[src/rtl/qmult_seq_pkg.sv]
// Purpose : shared sign-magnitude fixed-point constants and the multiplier FSM states.
// Latency : n/a (declarations only).
// Backpressure: n/a.
//
// Shared with the divider and adder blocks so all fixed-point arithmetic agrees on
// the default word layout: bit N-1 is the sign, bits N-2:0 are the magnitude, Q of
// which are fractional.
package qmult_seq_pkg;

  localparam int FXP_Q        = 15;           // fractional bits
  localparam int FXP_N        = 32;           // total word width
  localparam int FXP_SIGN_POS = FXP_N - 1;    // sign bit position
  localparam int FXP_MAG_MSB  = FXP_N - 2;    // magnitude field is [FXP_MAG_MSB:0]

  typedef enum logic {
    ST_IDLE = 1'b0,
    ST_BUSY = 1'b1
  } qmult_state_e;

endpackage

[src/rtl/qmult_seq.sv]
// Purpose : sequential shift-add multiplier for sign-magnitude Q-format words.
// Latency : complete drops for exactly N-1 cycles after the accept edge, operand independent.
// Backpressure: start is honoured only while complete=1; start/operands are ignored while busy.
//
// Ports:
//   clk, rst                 - rising-edge clock, synchronous active-high reset
//   multiplicand, multiplier - sign-magnitude operands, sampled only at accept
//   start                    - request a multiply (held high => back-to-back runs)
//   product_out, overflow    - result and magnitude-overflow flag, held until next completion
//   complete                 - high while idle; result valid
module qmult_seq
  import qmult_seq_pkg::*;
#(
  parameter int Q = FXP_Q,
  parameter int N = FXP_N
) (
  input  logic         clk,
  input  logic         rst,
  input  logic [N-1:0] multiplicand,
  input  logic [N-1:0] multiplier,
  input  logic         start,
  output logic [N-1:0] product_out,
  output logic         complete,
  output logic         overflow
);

  localparam int MW = N - 1;        // magnitude width
  localparam int AW = 2 * MW;       // full-precision accumulator width
  localparam int CW = $clog2(N);    // iteration counter width

  qmult_state_e   state_q, state_d;
  logic [AW-1:0]  mcand_q, mcand_d;   // multiplicand magnitude, shifted left each iteration
  logic [MW-1:0]  mplier_q, mplier_d; // multiplier magnitude, shifted right each iteration
  logic [AW-1:0]  acc_q, acc_d;
  logic [CW-1:0]  cnt_q, cnt_d;
  logic           sign_q, sign_d;
  logic [N-1:0]   prod_q, prod_d;
  logic           ovf_q, ovf_d;

  logic [AW-1:0]  acc_sum;
  logic [MW-1:0]  res_mag;

  // Partial-product add for the current multiplier LSB.
  assign acc_sum = acc_q + (mplier_q[0] ? mcand_q : {AW{1'b0}});
  // Truncate: drop Q fractional guard bits, keep the N-1 magnitude bits above them.
  assign res_mag = acc_sum[MW-1+Q:Q];

  always_comb begin
    state_d  = state_q;
    mcand_d  = mcand_q;
    mplier_d = mplier_q;
    acc_d    = acc_q;
    cnt_d    = cnt_q;
    sign_d   = sign_q;
    prod_d   = prod_q;
    ovf_d    = ovf_q;

    unique case (state_q)
      ST_IDLE: begin
        if (start) begin
          mcand_d  = {{(AW-MW){1'b0}}, multiplicand[N-2:0]};
          mplier_d = multiplier[N-2:0];
          acc_d    = '0;
          cnt_d    = CW'(N - 1);
          sign_d   = multiplicand[N-1] ^ multiplier[N-1];
          state_d  = ST_BUSY;
        end
      end
      ST_BUSY: begin
        acc_d    = acc_sum;
        mcand_d  = mcand_q << 1;
        mplier_d = mplier_q >> 1;
        if (cnt_q != '0) begin
          cnt_d = cnt_q - 1'b1;
        end
        if (cnt_q == CW'(1)) begin
          // Final iteration: publish result. No saturation on overflow; the
          // sign is suppressed for a zero magnitude to avoid negative zero.
          prod_d  = {sign_q & (|res_mag), res_mag};
          ovf_d   = |acc_sum[AW-1:MW+Q];
          state_d = ST_IDLE;
        end
      end
      default: state_d = ST_IDLE;
    endcase
  end

  always_ff @(posedge clk) begin
    if (rst) begin
      state_q  <= ST_IDLE;
      mcand_q  <= '0;
      mplier_q <= '0;
      acc_q    <= '0;
      cnt_q    <= '0;
      sign_q   <= 1'b0;
      prod_q   <= '0;
      ovf_q    <= 1'b0;
    end else begin
      state_q  <= state_d;
      mcand_q  <= mcand_d;
      mplier_q <= mplier_d;
      acc_q    <= acc_d;
      cnt_q    <= cnt_d;
      sign_q   <= sign_d;
      prod_q   <= prod_d;
      ovf_q    <= ovf_d;
    end
  end

  assign complete    = (state_q == ST_IDLE);
  assign product_out = prod_q;
  assign overflow    = ovf_q;

endmodule

[config.mk]
export PLATFORM = sky130hd
export DESIGN_NAME = qmult_seq
export DESIGN_NICKNAME = d
export VERILOG_FILES = /design/src/rtl/qmult_seq_pkg.sv /design/src/rtl/qmult_seq.sv
export SDC_FILE = /design/constraint.sdc
export NUM_CORES = 1
export LEC_CHECK = 0
export ABC_AREA = 1
export CAP_MARGIN = 20
export CORE_MARGIN = 1.5
export CORE_UTILIZATION = 45
export CTS_BUF_LIST = sky130_fd_sc_hd__clkbuf_2 sky130_fd_sc_hd__clkbuf_4 sky130_fd_sc_hd__clkbuf_8
export DETAILED_ROUTE_END_ITERATION = 16
export SYNTH_ARGS = -nofsm -noshare
export SYNTH_HDL_FRONTEND = slang
export SYNTH_SLANG_ARGS = --single-unit
export TNS_END_PERCENT = 50
[constraint.sdc]
create_clock -name clk -period 3.1 [get_ports clk]
set_input_delay 0.62 -clock clk [delete_from_list [all_inputs] [get_ports clk]]
set_output_delay 0.62 -clock clk [all_outputs]
set_load 0.005 [all_outputs]
---- Yosys cells after proc, flatten, opt, wreduce, memory -nomap -nowiden ----
Index checks and enable logic that the tools add are counted.
operators by class
  $add $sub $neg .......................... 2
  eq/ne operators ......................... 3
  mux-type cells .......................... 13
  bitwise gates (word level) .............. 3
  reduce and logical (&&, ||, !) cells .... 6
operators by type and width
  operator             number
  $pmux 62 s2          2
  $mux 62              3
  $add 62x62->62       1
  $pmux 31 s2          1
  $mux 31              1
  $reduce_or 31->1     1
  $reduce_or 16->1     1
  $mux 5               2
  $pmux 5 s2           1
  $reduce_and 2->1     3
  $eq 5x1->1 const B   1
  $reduce_bool 5->1    1
  $sub 5x1->5 const B  1
  $mux 1               2
  $ne 2x1->1 const B   1
  $ne 2x2->1 const B   1
  $pmux 1 s2           1
  $and 1x1->1          1
  $not 1->1            1
  $xor 1x1->1          1
storage, ports and cells
  bits in registers ....................... 195
  bits of input ports ..................... 67
  output and inout bits ................... 34
  logic and storage cells ................. 35

---- Depth between registers and ports, before layout ----
  depth in word-level cells ............... 4
  mapped depth ............................ 25
  depth with buffers taken out ............ 23

---- Worst setup path before layout ----
No wires, ideal clock.
  path kind ............................... register to register
  start point ............................. reg mplier_q[0]
  end point ............................... reg prod_q[31] (netlist: product_out[31])
  library setup time ...................... 0.112 ns
  data arrival time ....................... 2.534 ns
  data required time ...................... 2.988 ns
  slack ................................... 0.454 ns
  cell stages (with the launch flop) ...... 21
  buffers on the path ..................... 2
  clock period less this slack ............ 2.646 ns
  cell sequence ........................... dfxtp_1 clkbuf_1 clkbuf_1 nand2_1 inv_1 ha_1 fa_1 nand3_1 nand3_1 nand2_1 nand2_1 nand2_1 nand2_1 xnor2_1 nand2_1 nor2_1 nand2_1 nor2_2 nand3_1 nand2_1 nand2_1
on the way
  longest elaborated chain between the ends .. 4
ends and longest elaborated chain
  element                 RTL line          text
  start, declared         qmult_seq.sv:33   logic [MW-1:0] mplier_q, mplier_d;
  start signal, assigned  qmult_seq.sv:101  mplier_q <= mplier_d;
  $mux 62                 qmult_seq.sv:44   assign acc_sum = acc_q + (mplier_q[0] ? mcand_q : {AW{1'b0}});
  $add 62x62->62          qmult_seq.sv:44
  $reduce_or 31->1        qmult_seq.sv:79   prod_d = {sign_q & (|res_mag), res_mag};
  $and 1x1->1             qmult_seq.sv:79
  end signal, assigned    qmult_seq.sv:105  prod_q <= prod_d;
  end, declared           qmult_seq.sv:37   logic [N-1:0] prod_q, prod_d;
No other way between the ends.
A chain may end at the register's enable or synchronous reset.

---- Final worst setup path ----
Same ends and word-level chain as after synthesis.

==> reports/metrics.csv <==
stage;metric;value;unit
run_status;outcome;finished, final reports clean;
min_path;type of the worst min-delay path;flip-flop to flip-flop;
drt;vias after detailed routing;14830;
drt;Routed Antenna Nets;0;
critical_path;Crit Path Max Fanout;8;
cells_and_area;share of layout cells above drive strength 1;13.03;%
min_path;hold path start;mcand_q[40]$_SDFFE_PP0P_;
critical_path;WP buf/inv;4;
drt;WL per Instance;15.60;um
synthesis;Cells after Synth;2418;
synthesis;EDFF count, synth;0;
place;DPL Wire Length;37.30;mm
power;total power;4.958;mW
cells_and_area;Non-Filler Instances;3030;
synthesis;Post-Synthesis Net Count;2550;
synthesis;share of the synthesized area in the top cell type;28.80;%
critical_path;slowest CP cell;dfxtp_4;
clock_tree;Skew-Pair Late Insertion Delay;0.52;ns
global_routing;first-pass GRT wire length;72.44;mm
sta;RSZ-0062 raised after global routing;true;
clock_tree;clock buffer depth;2;
sta;crit share post-route;98.78;%
synthesis;sequential area share after synthesis;28.28;%
critical_path;r2r endpoint;product_out[31]$_SDFFE_PP0P_;
sta;Final Hold Vio Count;0;
critical_path;WP data arrival;3.46;ns
drt;drt total wl;47.27;mm
clock_tree;cts bufs inserted;17;
synthesis;area leader, netlist;nand2_1;
power;worst vdd ir;0.3066;mV
sta;relative slew slack;57.98;%
synthesis;Yosys cell types;34;
critical_path;CP delay by family, top;simple AND/OR/NAND/NOR gates;
critical_path;Setup CP Type;flip-flop to flip-flop;
synthesis;top_reg_cell synth;dfxtp_1;
global_routing;initial antenna violation count;1;
critical_path;worst reg2reg startpoint;mplier_q[0]$_SDFFE_PP0P_;
critical_path;CP endpoint kind;flip-flop;
clock_tree;CTS tree;done;
cells_and_area;Final #Nets;2759;
synthesis;yosys warns;0;
die;num rows;63;
critical_path;Critical Path RT;3.50;ns
power;PD cells;288.6;nW/um^2
die;total core area;29870;um^2
synthesis;Synth Cell Area;13800;um^2
cells_and_area;antenna cells;0;
global_routing;number of global-route vias before repair;13380;
critical_path;flop-to-flop setup slack;0.04;ns
sta;endpoints failing setup;0;
critical_path;CP Launch Type;flip-flop;
global_routing;Global Route Usage Sum;29.81;%
place;Final Wtd Congestion;1.002;
critical_path;slowest stage delay, CP;0.44;ns
sta;min Tclk post-route;3.062;ns
clock_tree;clock-pin slew on the worst setup and hold paths;0.12;ns
synthesis;Synth area leaders;nand2_1 29%, dfxtp_1 28%, inv_1 12%;
drt;DR DRC count;0;
synthesis;ys async rst share;0;%
die;full die area;31730;um^2
sta;Fin Clk Skew;0.02859;ns
die;IO Count;101;
critical_path;Cell Chain, Critical Path;buf_12 -> buf_12 -> nand2_1 -> inv_1 -> ha_2 -> nand2_2 -> buf_4 -> nor2_4 -> nand2_1 -> nor2_1 -> nand2_1 -> nand2_2 -> nand2_1 -> nand2_1 -> nand2_1 -> nor2_1 -> nand2_1 -> nor2_4 -> nand3_1 -> nand2_1 -> nand2_1;
die;Die X;178.1;um
min_path;WHS Endpoint;mcand_q[41]$_SDFFE_PP0P_;
drt;drt first-iter violations;1239;
cells_and_area;area delta synth->final;24.48;%
clock_tree;clock sink count;195;
die;initial core utilization;46.20;%
synthesis;FF+latch count, synth;195;
power;LEAKAGE;9.354;nW
clock_tree;Hold Buf Count CTS;0;
clock_tree;H-Tree Depth;4;
min_path;Hold Path Depth;2;
critical_path;Worst Reg2Reg Path Length in Cells;21;
drt;drt first pass iters;6;
critical_path;cell mode on critical path;nand2_1;
synthesis;top-count cell post-synth;nand2_1;
die;Die Height;178.1;um
sta;f_max;0.3266;GHz
run;Max Cap Viol;0;
global_routing;largest net degree at the start of global routing;113;
place;dpl cells;2992;
place;IO Port Bufs;100;
synthesis;top cells by count, synth;1,059 x nand2_1, 446 x inv_1, 195 x dfxtp_1;
sta;Tightest Pin Transition;0.6304;ns
sta;Slew Limit Fails;0;
synthesis;Syn Area/Cell;5.708;um^2
drt;Vias per Instance;4.895;
global_routing;GRT Residual Overflow;0;
clock_tree;CTS Root Buffer Type;clkbuf_8;
state kept, by name, summed over array words and instances, names as in the netlist:
name         count
acc_q           62
mcand_q         62
product_out     32
mplier_q        31
cnt_q            5
overflow         1
sign_q           1
state_q          1
final cells by class:
type / instances / area (um^2)
Fill cell: 3079 / 12690
Inverter: 462 / 1734
Sequential cell: 195 / 3911
Clock inverter: 12 / 145.1
Clock buffer: 20 / 256.5
Tap cell: 390 / 488.0
Timing Repair Buffer: 261 / 2352
Multi-Input combinational cell: 1690 / 8293
worst min-delay path: cells and delay by family, from the launching register on:
family | cells | cell delay, ns
DFF | 1 | 0.34
and+or+nand+nor | 1 | 0.06
AOI/OAI and AO/OA | 1 | 0.05
cells by family (layout without fill, tap and decap cells):
logic type,count (synthesis),in the layout,synth area share [%]
buffers and inverters,533,755,14.50
adders and majority gates,65,65,5.947
AOI/OAI and AO/OA,248,248,10.05
and+or+nand+nor,1366,1366,40.52
xor gates and xnor gates,11,11,0.6980
DFF,195,195,28.28
where the power goes:
part	leakage (nW)	switching, mW	internal [mW]
Combinational	7.57	0.328	0.223
Sequential	1.58	0.0693	2.57
Clock	0.202	1.01	0.760
how the worst max path moves through the flow:
stage	start	end	slack, ns	cells after the start
3_5_place_dp	mplier_q[0]$_SDFFE_PP0P_	product_out[31]$_SDFFE_PP0P_	-0.18	19
3_3_place_gp	mplier_q[0]$_SDFFE_PP0P_	product_out[31]$_SDFFE_PP0P_	-0.15	20
4_1_cts	mplier_q[0]$_SDFFE_PP0P_	product_out[31]$_SDFFE_PP0P_	0.0006	21
2_1_floorplan	mplier_q[0]$_SDFFE_PP0P_	product_out[31]$_SDFFE_PP0P_	0.45	20
6_report	mplier_q[0]$_SDFFE_PP0P_	product_out[31]$_SDFFE_PP0P_	0.04	21
5_1_grt	mplier_q[0]$_SDFFE_PP0P_	overflow$_SDFFE_PP0P_	-0.13	19
placed cells by master (no fill, tap or decap), types with 37 or more instances in the layout:
cell	count
a21oi_1	139
buf_4	152
clkdlybuf4s50_1	99
dfxtp_1	193
ha_1	54
inv_1	446
nand2_1	1036
nand2_2	37
nand3_1	85
nor2_1	91
o21ai_0	45
layer usage:
metal  global-route usage, %  part of all wire [%]  vias up
li1                        -                     -     7737
met1                   43.36                    49     6666
met2                   46.47                    44      402
met3                   3.858                   6.3       26
met4                   6.828                   1.2        0
met5                       0                     0        -
timing repair:
action	CTS	global route
gates cloned	0	4
resized for setup	13	74
setup endpoints to repair	2	5
pin swaps	0	7
buffers inserted	0	2
stage by stage:
stage | setup slack [ns] | utilization [%] | area, um^2 | TNS [ns] | hold slack [ns]
6_report | 0.03792 | 57.51 | 17180 | 0 | 0.4594
5_1_grt | -0.1276 | 57.51 | 17180 | -0.2427 | 0.4853
4_1_cts | 0.0005962 | 56.08 | 16750 | 0 | 0.4603
3_5_place_dp | -0.1813 | 54.50 | 16280 | -0.1813 | 0.4445
3_3_place_gp | -0.1539 | 54.50 | 16280 | -0.2165 | 0.4388
2_1_floorplan | 0.4541 | - | 13800 | 0 | 0.4412
(Power assumes the default switching activity.)
